[config.mk]
export PLATFORM = sky130hd
export DESIGN_NAME = keypad_scanner
export DESIGN_NICKNAME = d
export VERILOG_FILES = /design/src/rtl/keypad_scanner.sv
export SDC_FILE = /design/constraint.sdc
export NUM_CORES = 1
export LEC_CHECK = 0
export CAP_MARGIN = 20
export CORE_UTILIZATION = 52
export DETAILED_ROUTE_END_ITERATION = 8
export GPL_TIMING_DRIVEN = 1
export PLACE_DENSITY = 0.75
export SYNTH_ARGS = -nofsm -noshare
export SYNTH_HDL_FRONTEND = slang
export SYNTH_SLANG_ARGS = --single-unit
[constraint.sdc]
create_clock -name clk -period 2.1 [get_ports clk]
set_input_delay 0.42 -clock clk [delete_from_list [all_inputs] [get_ports clk]]
set_output_delay 0.42 -clock clk [all_outputs]
set_load 0.1 [all_outputs]
[src/rtl/keypad_scanner.sv]
// 4x4 matrix keypad scanner: column strobe, row sync, press/release debounce.
// Define KEYPAD_HEX_MAP_EN to emit printed-layout hex codes instead of raw codes.
module keypad_scanner #(
  parameter int SCAN_DIV     = 50000,
  parameter int DEBOUNCE_CNT = 500000
) (
  input  logic       clk,
  input  logic       rst,
  input  logic [3:0] row,
  output logic [3:0] col,
  output logic [3:0] key_code,
  output logic       key_valid
);

  localparam int CMAX = (SCAN_DIV > DEBOUNCE_CNT) ? SCAN_DIV : DEBOUNCE_CNT;
  localparam int CW   = $clog2(CMAX + 1);
  localparam logic [CW-1:0] DIV_LAST = CW'(SCAN_DIV - 1);
  localparam logic [CW-1:0] DEB_LAST = CW'(DEBOUNCE_CNT - 1);

  typedef enum logic [1:0] {SCAN, DEBOUNCE, HELD, RELEASE} state_t;

  state_t        state;
  logic [3:0]    row_m;
  logic [3:0]    row_s;
  logic [3:0]    cap;
  logic [CW-1:0] cnt;
  logic [1:0]    col_idx;
  logic [1:0]    row_idx;
  logic [3:0]    code;
  logic [3:0]    col_nxt;

  assign col_nxt = {col[2:0], col[3]};

  always_comb begin
    col_idx = 2'd0;
    unique case (1'b1)
      col[0]:  col_idx = 2'd0;
      col[1]:  col_idx = 2'd1;
      col[2]:  col_idx = 2'd2;
      col[3]:  col_idx = 2'd3;
      default: col_idx = 2'd0;
    endcase
  end

  // Several rows at once resolve to the lowest one.
  always_comb begin
    row_idx = 2'd0;
    priority case (1'b1)
      cap[0]:  row_idx = 2'd0;
      cap[1]:  row_idx = 2'd1;
      cap[2]:  row_idx = 2'd2;
      cap[3]:  row_idx = 2'd3;
      default: row_idx = 2'd0;
    endcase
  end

`ifdef KEYPAD_HEX_MAP_EN
  always_comb begin
    code = 4'h0;
    case ({row_idx, col_idx})
      4'd0:    code = 4'h1;
      4'd1:    code = 4'h2;
      4'd2:    code = 4'h3;
      4'd3:    code = 4'hA;
      4'd4:    code = 4'h4;
      4'd5:    code = 4'h5;
      4'd6:    code = 4'h6;
      4'd7:    code = 4'hB;
      4'd8:    code = 4'h7;
      4'd9:    code = 4'h8;
      4'd10:   code = 4'h9;
      4'd11:   code = 4'hC;
      4'd12:   code = 4'hE;
      4'd13:   code = 4'h0;
      4'd14:   code = 4'hF;
      default: code = 4'hD;
    endcase
  end
`else
  assign code = {row_idx, col_idx};
`endif

  always_ff @(posedge clk or negedge rst) begin
    if (!rst) begin
      row_m     <= '0;
      row_s     <= '0;
      state     <= SCAN;
      cnt       <= '0;
      cap       <= '0;
      col       <= 4'b0001;
      key_code  <= '0;
      key_valid <= 1'b0;
    end else begin
      row_m     <= row;
      row_s     <= row_m;
      key_valid <= 1'b0;
      unique case (state)
        SCAN: begin
          if (cnt == DIV_LAST) begin
            cnt <= '0;
            if (row_s != 4'd0) begin
              cap   <= row_s;
              state <= DEBOUNCE;
            end else begin
              col <= col_nxt;
            end
          end else begin
            cnt <= cnt + CW'(1);
          end
        end
        DEBOUNCE: begin
          if (row_s != cap) begin
            cnt   <= '0;
            col   <= col_nxt;
            state <= SCAN;
          end else if (cnt == DEB_LAST) begin
            cnt       <= '0;
            state     <= HELD;
            key_code  <= code;
            key_valid <= 1'b1;
          end else begin
            cnt <= cnt + CW'(1);
          end
        end
        HELD: begin
          if (row_s == 4'd0) begin
            cnt   <= '0;
            state <= RELEASE;
          end
        end
        RELEASE: begin
          if (row_s != 4'd0) begin
            cnt   <= '0;
            state <= HELD;
          end else if (cnt == DEB_LAST) begin
            cnt   <= '0;
            col   <= col_nxt;
            state <= SCAN;
          end else begin
            cnt <= cnt + CW'(1);
          end
        end
        default: state <= SCAN;
      endcase
    end
  end

endmodule

==> results_dict.tcl, run 1 <==
set metrics [dict create \
    track_usage 0.211 \
    pwr-share-seq 0.554 \
    ioPinCount 15 \
    cts_buffers 5 \
    grt_pass1_vias 1422 \
    synth_edf_count 0 \
    path_max_fanout 17 \
    hold_violations 0 \
    cp.arrival_ns 2.21 \
    maxCapViolCount 0 \
    clock_path_buffers 2 \
    gp_congestion 0.934 \
    cts.clk_slew.worst_paths_ns 0.08 \
    drc 0 \
    comb_power_share 0.027 \
    path_cells "or4_1, nor3_1, and3_2, o221a_4, nor2_1" \
    crit_path_start "cnt[13]" \
    die-area_um2 4210 \
    seq_area_frac_synth 0.512 \
    worstRegToRegCells 5 \
    fmax_mhz 488 \
    die_h_um 64.9 \
    yosysTopAreaCell "dfrtp_1" \
    grt_max_degree 43 \
    syn_area_per_cell_um2 11.2 \
    std_cell_rows 22 \
    preCtsSetupSlack_ns 0.0196 \
    drt_iter0_markers 96 \
    hold_slack_ns 0.185 \
    final_max_slew_viol_count 0 \
    required_ns 2.26 \
    hold_class "input port to asynchronous set/reset pin" \
    critical_path_class "flip-flop to flip-flop" \
    status "finished, final reports clean" \
    p_sw_w 0.000292 \
    worst-path-buf-inv 0 \
    yosys_most_used_dff "dfrtp_1" \
    start_kind "flip-flop" \
    nNetsFinal 223 \
    p_int_w 0.00119 \
    clockPowerShare 0.419 \
    power_w 0.00148 \
    dr.pass1.iters 4 \
    diodes 0 \
    grt_pass1_wl_mm 6.64 \
    synth_warnings 0 \
    setup_ws_ns 0.0491 \
    r2r_slack_ns 0.05 \
    cellPowerDensity_nw_per_um2 596 \
    synthesis.area_um2 2060 \
    crit_family "simple AND/OR/NAND/NOR gates" \
    core_um2 3720 \
    rsz0062_at_grt "true" \
    slowest_stage "or4_1" \
    cts.sinks 42 \
    synth_seq_cells 42 \
    syn2layout_area_growth_pct 20.9 \
    switching_share 0.198 \
    h-tree-depth 2 \
    avgRoutedWirePerCell_um 15.2 \
    p_leak_nw 1.12 \
    totalWireLength_mm 4.04 \
    synth_top_area_frac 0.499 \
    cts_tree "yes" \
    syn_inst 184 \
    synth_area_leaders "dfrtp_1 (50%), xor2_1 (6.4%), nor2_1 (3.3%)" \
    clk_latency_ns 0.29 \
    place_hpwl_mm 2.81 \
    clockRootBuffer "clkbuf_8" \
    async_flop_share 1.00 \
    vias_per_cell 5.61 \
    reg2reg_from "cnt[13]" \
    worst_pin_slew_ns 0.522 \
    r2r_end "cnt[18]" \
    max_slew_margin 0.652 \
    synth_nets 191 \
    die_w_um 64.9 \
    setup_violations 0 \
    period_share 0.977 \
    ant_nets 0 \
    cpPeakStageDelay_ns 0.53 \
    portBuffers 14 \
    dr_total_vias 1486 \
    cp-end-kind "flip-flop" \
    layout_min_cycle_time_ns 2.05 \
    drive_above_1_share 0.295 \
    skew_ns 0.0121 \
    overflow 0 \
    peakVddDrop_mv 0.454 \
    ys_types 46 \
    antenna_found_initial 0 \
    initial_core_util 0.553 \
]
==> area by class of cell <==
type	count	area [µm²]
clock inverters	2	37.5
repair buffers	32	260
inverters	5	18.8
fillers	290	1230
clock buffers	6	72.6
multi-input cells	130	983
flip-flops and latches	42	1050
well taps	48	60.1
==> power groups by stage <==
stage / Clock (W) / Sequential [W] / Combinational (W)
final: 0.000620 / 0.000820 / 0.0000403
after global routing: 0.000659 / 0.000821 / 0.0000451
after CTS: 0.000634 / 0.000820 / 0.0000396
after detailed placement: 0 / 0.000836 / 0.0000394
after global placement: 0 / 0.000835 / 0.0000375
after floorplan: 0 / 0.000836 / 0.00000608
==> cells by family (layout without fill, tap and decap cells) <==
kind of cell,count (synthesis),count (layout),synth area share
DFF,42,42,0.512
AOI/OAI and AO/OA,18,18,0.0858
adders and majority gates,1,1,0.00609
muxes,9,9,0.0481
xor gates and xnor gates,22,22,0.0937
buffers and inverters,12,45,0.0383
and+or+nand+nor,80,80,0.216
==> worst max-delay path by stage <==
stage                          to  depth (start not counted)  slack [ns]
after global placement    cnt[18]                          5        0.05
final                     cnt[18]                          5        0.05
after floorplan           cnt[15]                          8        0.03
after detailed placement   col[3]                          5        0.02
after CTS                  col[3]                          5       0.005
after global routing      cnt[11]                          5       -0.06
==> placed cells by master, fill, tap and decap left out, types with 7 or more instances in the layout <==
cell type / Yosys / routed
dfrtp_1: 41 / 41
buf_4: 1 / 26
nor2_1: 18 / 18
xor2_1: 15 / 14
nand2_1: 11 / 11
nand3_1: 10 / 9
nor2_2: 10 / 9
xnor2_1: 7 / 7
==> Yosys cell counts, types with 2 or more instances <==
cell and n:
inv_1 5, dfrtp_1 41, nor4_1 2, mux2i_1 2, a22o_1 5, clkbuf_1 2, or4_1 2, mux2_2 3
xnor2_1 7, o21ai_0 2, nor2_1 18, a21oi_1 2, nand4_1 5, buf_2 2, nand3_1 10, and3_1 4
nor2_2 10, xor2_1 15, nand2_1 11, nand4b_1 3, mux2_1 4, nor3_1 5
==> per-layer routing <==
metal  routed length, µm  track usage  up-vias
met3                 167       0.0387        6
met4                  29       0.0750        0
met1                1860        0.286      740
li1                    -            -      709
met2                1980        0.337       31
met5                   0            0        -
==> worst reg2reg max path: stages, from the launching register on <==
cell and delay (ns):
dfrtp_1 0.40, or4_1 0.53, nor3_1 0.25, and3_2 0.29
o221a_4 0.36, nor2_1 0.10
==> state kept, by name, indices dropped and copies added, names as in the netlist <==
signal     flops
cnt           19
row_m          4
state          2
key_valid      1
key_code       4
col            4
cap            4
row_s          4
==> what timing repair did <==
action,in CTS,in global routing
setup endpoints to repair,0,25
resized for setup,0,10
setup buffers,0,3
hold buffers,0,0
==> metrics by stage <==
stage               cells  utilization  area (µm²)  TNS (ns)
floorplan             184            -        2060         0
global placement      254        0.617        2290         0
detailed placement    254        0.617        2290         0
CTS                   262        0.647        2400         0
global route          265        0.669        2480    -0.185
finish                265        0.669        2480         0
Power figures use the tool's default switching activity.
==> run 2: changes to the inputs <==
--- a/config.mk
+++ b/config.mk
@@ -6,10 +6,12 @@
 export NUM_CORES = 1
 export LEC_CHECK = 0
 export CAP_MARGIN = 20
-export CORE_UTILIZATION = 52
+export CELL_PAD_IN_SITES_DETAIL_PLACEMENT = 0
+export CELL_PAD_IN_SITES_GLOBAL_PLACEMENT = 1
+export CORE_UTILIZATION = 42
 export DETAILED_ROUTE_END_ITERATION = 8
-export GPL_TIMING_DRIVEN = 1
-export PLACE_DENSITY = 0.75
+export PLACE_DENSITY_LB_ADDON = 0.1
 export SYNTH_ARGS = -nofsm -noshare
 export SYNTH_HDL_FRONTEND = slang
 export SYNTH_SLANG_ARGS = --single-unit
+export TNS_END_PERCENT = 100
==> run 2 against run 1 <==
Against the previous run: die area increased by 23%; utilization decreased by 14 points; via count decreased by 3.6%; critical path depth increased by 1; wire length decreased by 1.3%; first-iteration DRC count decreased by 15%; fmax increased by 2.3%; design area increased by 0.86%; clock skew decreased by 0.0061 ns; register-to-register slack improved by 0.05 ns; clock-buffer cell count unchanged; hold slack got worse by 0.0066 ns; highest routed layer unchanged.
==> results_dict.tcl, run 2 (same netlist as run 1, synthesis figures left out) <==
set metrics [dict create \
    status "finished, final reports clean" \
    hold_violations 0 \
    syn2layout_area_growth_pct 21.9 \
    p_leak_nw 1.13 \
    path_max_fanout 7 \
    rsz0062_at_grt "false" \
    max_flop_register "cnt" \
    max_slew_margin 0.644 \
    drt_iter0_markers 82 \
    cp.arrival_ns 2.23 \
    cellPowerDensity_nw_per_um2 593 \
    diodes 0 \
    cts.sinks 42 \
    antenna_found_initial 0 \
    totalWireLength_mm 3.99 \
    critical_path_class "flip-flop to flip-flop" \
    start_kind "flip-flop" \
    initial_core_util 0.435 \
    r2r_end "cnt[18]" \
    clock_path_buffers 2 \
    period_share 0.954 \
    crit_path_end "cnt[18]" \
    largest_reg_flops 19 \
    h-tree-depth 2 \
    skew_ns 0.00599 \
    setup_violations 0 \
    cts_tree "yes" \
    final_common_cell "dfrtp_1" \
    die-area_um2 5180 \
    nNetsFinal 224 \
    layout_common_cells "dfrtp_1 (41), buf_4 (26), nor2_1 (18)" \
    gp_congestion 0.803 \
    ioPinCount 15 \
    avgRoutedWirePerCell_um 14.0 \
    grt_pass1_vias 1444 \
    clk_latency_ns 0.29 \
    place_hpwl_mm 2.76 \
    cp-end-kind "flip-flop" \
    die_h_um 72.0 \
    peakVddDrop_mv 0.529 \
    fmax_mhz 499 \
    die_w_um 72.0 \
    crit_path_start "row_s[1]" \
    cts_buffers 5 \
    hold_class "input port to asynchronous set/reset pin" \
    r2r_slack_ns 0.1 \
    worstRegToRegCells 6 \
    drive_above_1_share 0.289 \
    reg2reg_from "row_s[1]" \
    ant_nets 0 \
    grt_max_degree 43 \
    core_um2 4720 \
    timing.setup.tns_ns 0 \
    vias_per_cell 5.03 \
    maxCapViolCount 0 \
    dr.pass1.iters 4 \
    layout_min_cycle_time_ns 2.00 \
    drc 0 \
    final_max_slew_viol_count 0 \
    required_ns 2.32 \
    track_usage 0.177 \
    fin_util 0.531 \
    overflow 0 \
    clockRootBuffer "clkbuf_8" \
    worst_pin_slew_ns 0.534 \
    portBuffers 14 \
    cts.clk_slew.worst_paths_ns 0.08 \
    std_cell_rows 25 \
    grt_pass1_wl_mm 6.95 \
    dr_total_vias 1433 \
    cts_hold_buf 0 \
]
run 2: changes by cell type in the layout (fill, tap and decap cells not counted), sizes merged:
cell / previous run / this run
buf: 28 / 29
run 2: area by class of cell:
| type | instances | area [µm²] |
|---|---|---|
| clock inverter | 2 | 37.5 |
| clock buffer | 6 | 72.6 |
| fill | 418 | 2220 |
| sequential | 42 | 1050 |
| timing repair buffer | 33 | 280 |
| inverter | 5 | 18.8 |
| multi-input combinational | 130 | 961 |
| tap | 67 | 83.8 |
run 2: critical path, stage by stage, from the launching register on:
cell,delay [ns]
dfrtp_1,0.39
or4_4,0.61
xnor2_1,0.16
a311o_2,0.38
o221a_4,0.13
buf_4,0.15
nor2_1,0.11
run 2: worst min path at each step:
stage | slack, ns | cells after the start | endpoint
after floorplan | 0.12 | 0 | cap[0]
after global placement | 0.34 | 0 | row_s[2]
after detailed placement | 0.33 | 0 | row_s[0]
after CTS | 0.20 | 2 | cap[2]
after global routing | 0.21 | 2 | cap[2]
final | 0.18 | 2 | cap[2]
run 2: repair_timing:
item / CTS / global route
pin swaps: 0 / 1
setup endpoints to repair: 11 / 26
setup buffers: 2 / 1
resized for setup: 1 / 5
run 2: routing by layer:
metal	wire length, µm	global-route usage
met4	64	0.0784
met2	1790	0.262
met1	1950	0.245
met5	0	0
met3	180	0.0486
run 2: stage by stage:
stage	instances	cell area [µm²]	power [W]	hold WS [ns]	setup WS, ns
6_report	285	2510	0.00149	0.179	0.0956
2_1_floorplan	184	2060	0.000842	0.124	0.0260
3_5_place_dp	274	2320	0.000875	0.335	0.00494
5_1_grt	285	2510	0.00156	0.205	0.00872
4_1_cts	284	2470	0.00151	0.204	0.0385
3_3_place_gp	274	2320	0.000874	0.336	0.0493
run 2: report_power, final:
group	switching, W	internal [W]
Sequential	0.00000421	0.000816
Combinational	0.0000229	0.0000160
Clock	0.000273	0.000355
==> run 3: changes to the inputs <==
--- a/config.mk
+++ b/config.mk
@@ -8,6 +8,7 @@
 export CAP_MARGIN = 20
 export CELL_PAD_IN_SITES_DETAIL_PLACEMENT = 0
 export CELL_PAD_IN_SITES_GLOBAL_PLACEMENT = 1
+export CORE_MARGIN = 3
 export CORE_UTILIZATION = 42
 export DETAILED_ROUTE_END_ITERATION = 8
 export PLACE_DENSITY_LB_ADDON = 0.1
==> run 3 against run 2 <==
Against the previous run: register-to-register slack lost 0.02 ns; critical path type unchanged; total power is 0.95% higher; sequential cell count unchanged; critical endpoint is now col[3]; combinational power is 3% higher; clock skew shrank 0.0027 ns; fmax is 0.92% lower; largest cell class unchanged.
==> results_dict.tcl, run 3 (same netlist as run 1, synthesis figures left out) <==
set metrics [dict create \
    status "finished, final reports clean" \
    stdcell_count 286 \
    syn2layout_area_growth_pct 22.9 \
    antenna_found_initial 0 \
    cp.depth 6 \
    setup_violations 0 \
    die_h_um 76.0 \
    grt_pass1_wl_mm 6.98 \
    max_slew_margin 0.649 \
    peakVddDrop_mv 0.351 \
    r2r_slack_ns 0.08 \
    fmax_mhz 494 \
    nNetsFinal 227 \
    reg2reg_from "row_s[0]" \
    crit_path_end "col[3]" \
    skew_ns 0.00327 \
    layout_common_cells "dfrtp_1 (41), buf_4 (29), nor2_1 (18)" \
    clk_latency_ns 0.29 \
    grt_pass1_vias 1447 \
    avgRoutedWirePerCell_um 14.5 \
    fillers 381 \
    required_ns 2.28 \
    path_max_fanout 5 \
    crit_family "simple AND/OR/NAND/NOR gates" \
    cts.clk_slew.worst_paths_ns 0.08 \
    slowest_stage "or4_4" \
    cpPeakStageDelay_ns 0.60 \
    setup_ws_ns 0.0770 \
    clockRootBuffer "clkbuf_8" \
    cp-end-kind "flip-flop" \
    drive_above_1_share 0.303 \
    final_common_cell "dfrtp_1" \
    clock_path_buffers 2 \
    maxCapViolCount 0 \
    cellPowerDensity_nw_per_um2 594 \
    track_usage 0.148 \
    core_um2 4530 \
    h-tree-depth 2 \
    ant_nets 0 \
    layout_min_cycle_time_ns 2.02 \
    place_inst 273 \
    worstRegToRegCells 6 \
    hold_class "input port to asynchronous set/reset pin" \
    initial_core_util 0.453 \
    preCtsSetupSlack_ns 0.0105 \
    path_cells "or4_4, buf_4, nor2_1, a32oi_1, a21bo_2, mux2_1" \
    period_share 0.963 \
    std_cell_rows 24 \
    start_kind "flip-flop" \
    drc 0 \
    final_max_slew_viol_count 0 \
    cp.arrival_ns 2.20 \
    worst_pin_slew_ns 0.526 \
    gr-usage-met1 0.210 \
    max_flop_register "cnt" \
    totalWireLength_mm 4.14 \
    crit_path_start "row_s[0]" \
    dr_total_vias 1461 \
    cts_buffers 5 \
    place_hpwl_mm 2.74 \
    grt_max_degree 43 \
    use_met3 0.0320 \
    critical_path_class "flip-flop to flip-flop" \
    cts.sinks 42 \
    p_leak_nw 1.14 \
    vias_per_cell 5.11 \
    dr.pass1.iters 4 \
    largest_reg_flops 19 \
    portBuffers 14 \
    drt_iter0_markers 71 \
    overflow 0 \
    met2_usage 0.223 \
    worst-path-buf-inv 1 \
    ioPinCount 15 \
    cts_tree "yes" \
    die_w_um 76.0 \
    diodes 0 \
    die-area_um2 5770 \
    gp_congestion 0.854 \
    hold_violations 0 \
    r2r_end "col[3]" \
    grt_busiest_layer "met2" \
]
[run 3: metal layers]
layer | part of all wire | vias to the layer above
li1 | - | 719
met1 | 0.49 | 704
met2 | 0.46 | 33
met3 | 0.041 | 5
met4 | 0.011 | 0
met5 | 0 | -
[run 3: where the power goes]
group / switching [W] / internal (W)
combinational: 0.0000231 / 0.0000171
sequential: 0.00000385 / 0.000816
clock: 0.000287 / 0.000354
total: 0.000314 / 0.00119
[run 3: repair_timing]
item	in CTS	in global routing
pin swaps	1	4
cloned	0	1
gates resized for setup	1	7
setup endpoints to repair	1	26
setup buffers	1	3
hold buffers	0	0
[run 3: worst min path at each step]
stage / slack, ns / start / to / depth (start not counted)
after floorplan: 0.12 / rst / cap[0] / 0
after global placement: 0.33 / row_m[2] / row_s[2] / 0
after detailed placement: 0.33 / row_m[0] / row_s[0] / 0
after CTS: 0.20 / rst / cap[3] / 2
after global routing: 0.22 / rst / row_s[3] / 2
final: 0.19 / rst / cnt[1] / 2
[run 3: metrics by stage]
step / cell area [µm²] / total power [W] / hold WS (ns) / TNS, ns / utilization
6_report: 2530 / 0.00150 / 0.189 / 0 / 0.557
5_1_grt: 2530 / 0.00158 / 0.223 / -0.0253 / 0.557
4_1_cts: 2450 / 0.00152 / 0.200 / 0 / 0.541
3_5_place_dp: 2330 / 0.000875 / 0.335 / 0 / 0.514
3_3_place_gp: 2330 / 0.000874 / 0.334 / -0.0667 / 0.514
2_1_floorplan: 2060 / 0.000842 / 0.124 / 0 / -
[run 3: area by class of cell]
type                    count  area (µm²)  share of cell area
clock buffers               5        68.8              0.0272
clock inverters             3        45.0              0.0178
inverters                   5        18.8             0.00743
multi-input cells         131         977               0.387
flip-flops and latches     42        1050               0.417
well taps                  65        81.3              0.0322
repair buffers             35         283               0.112
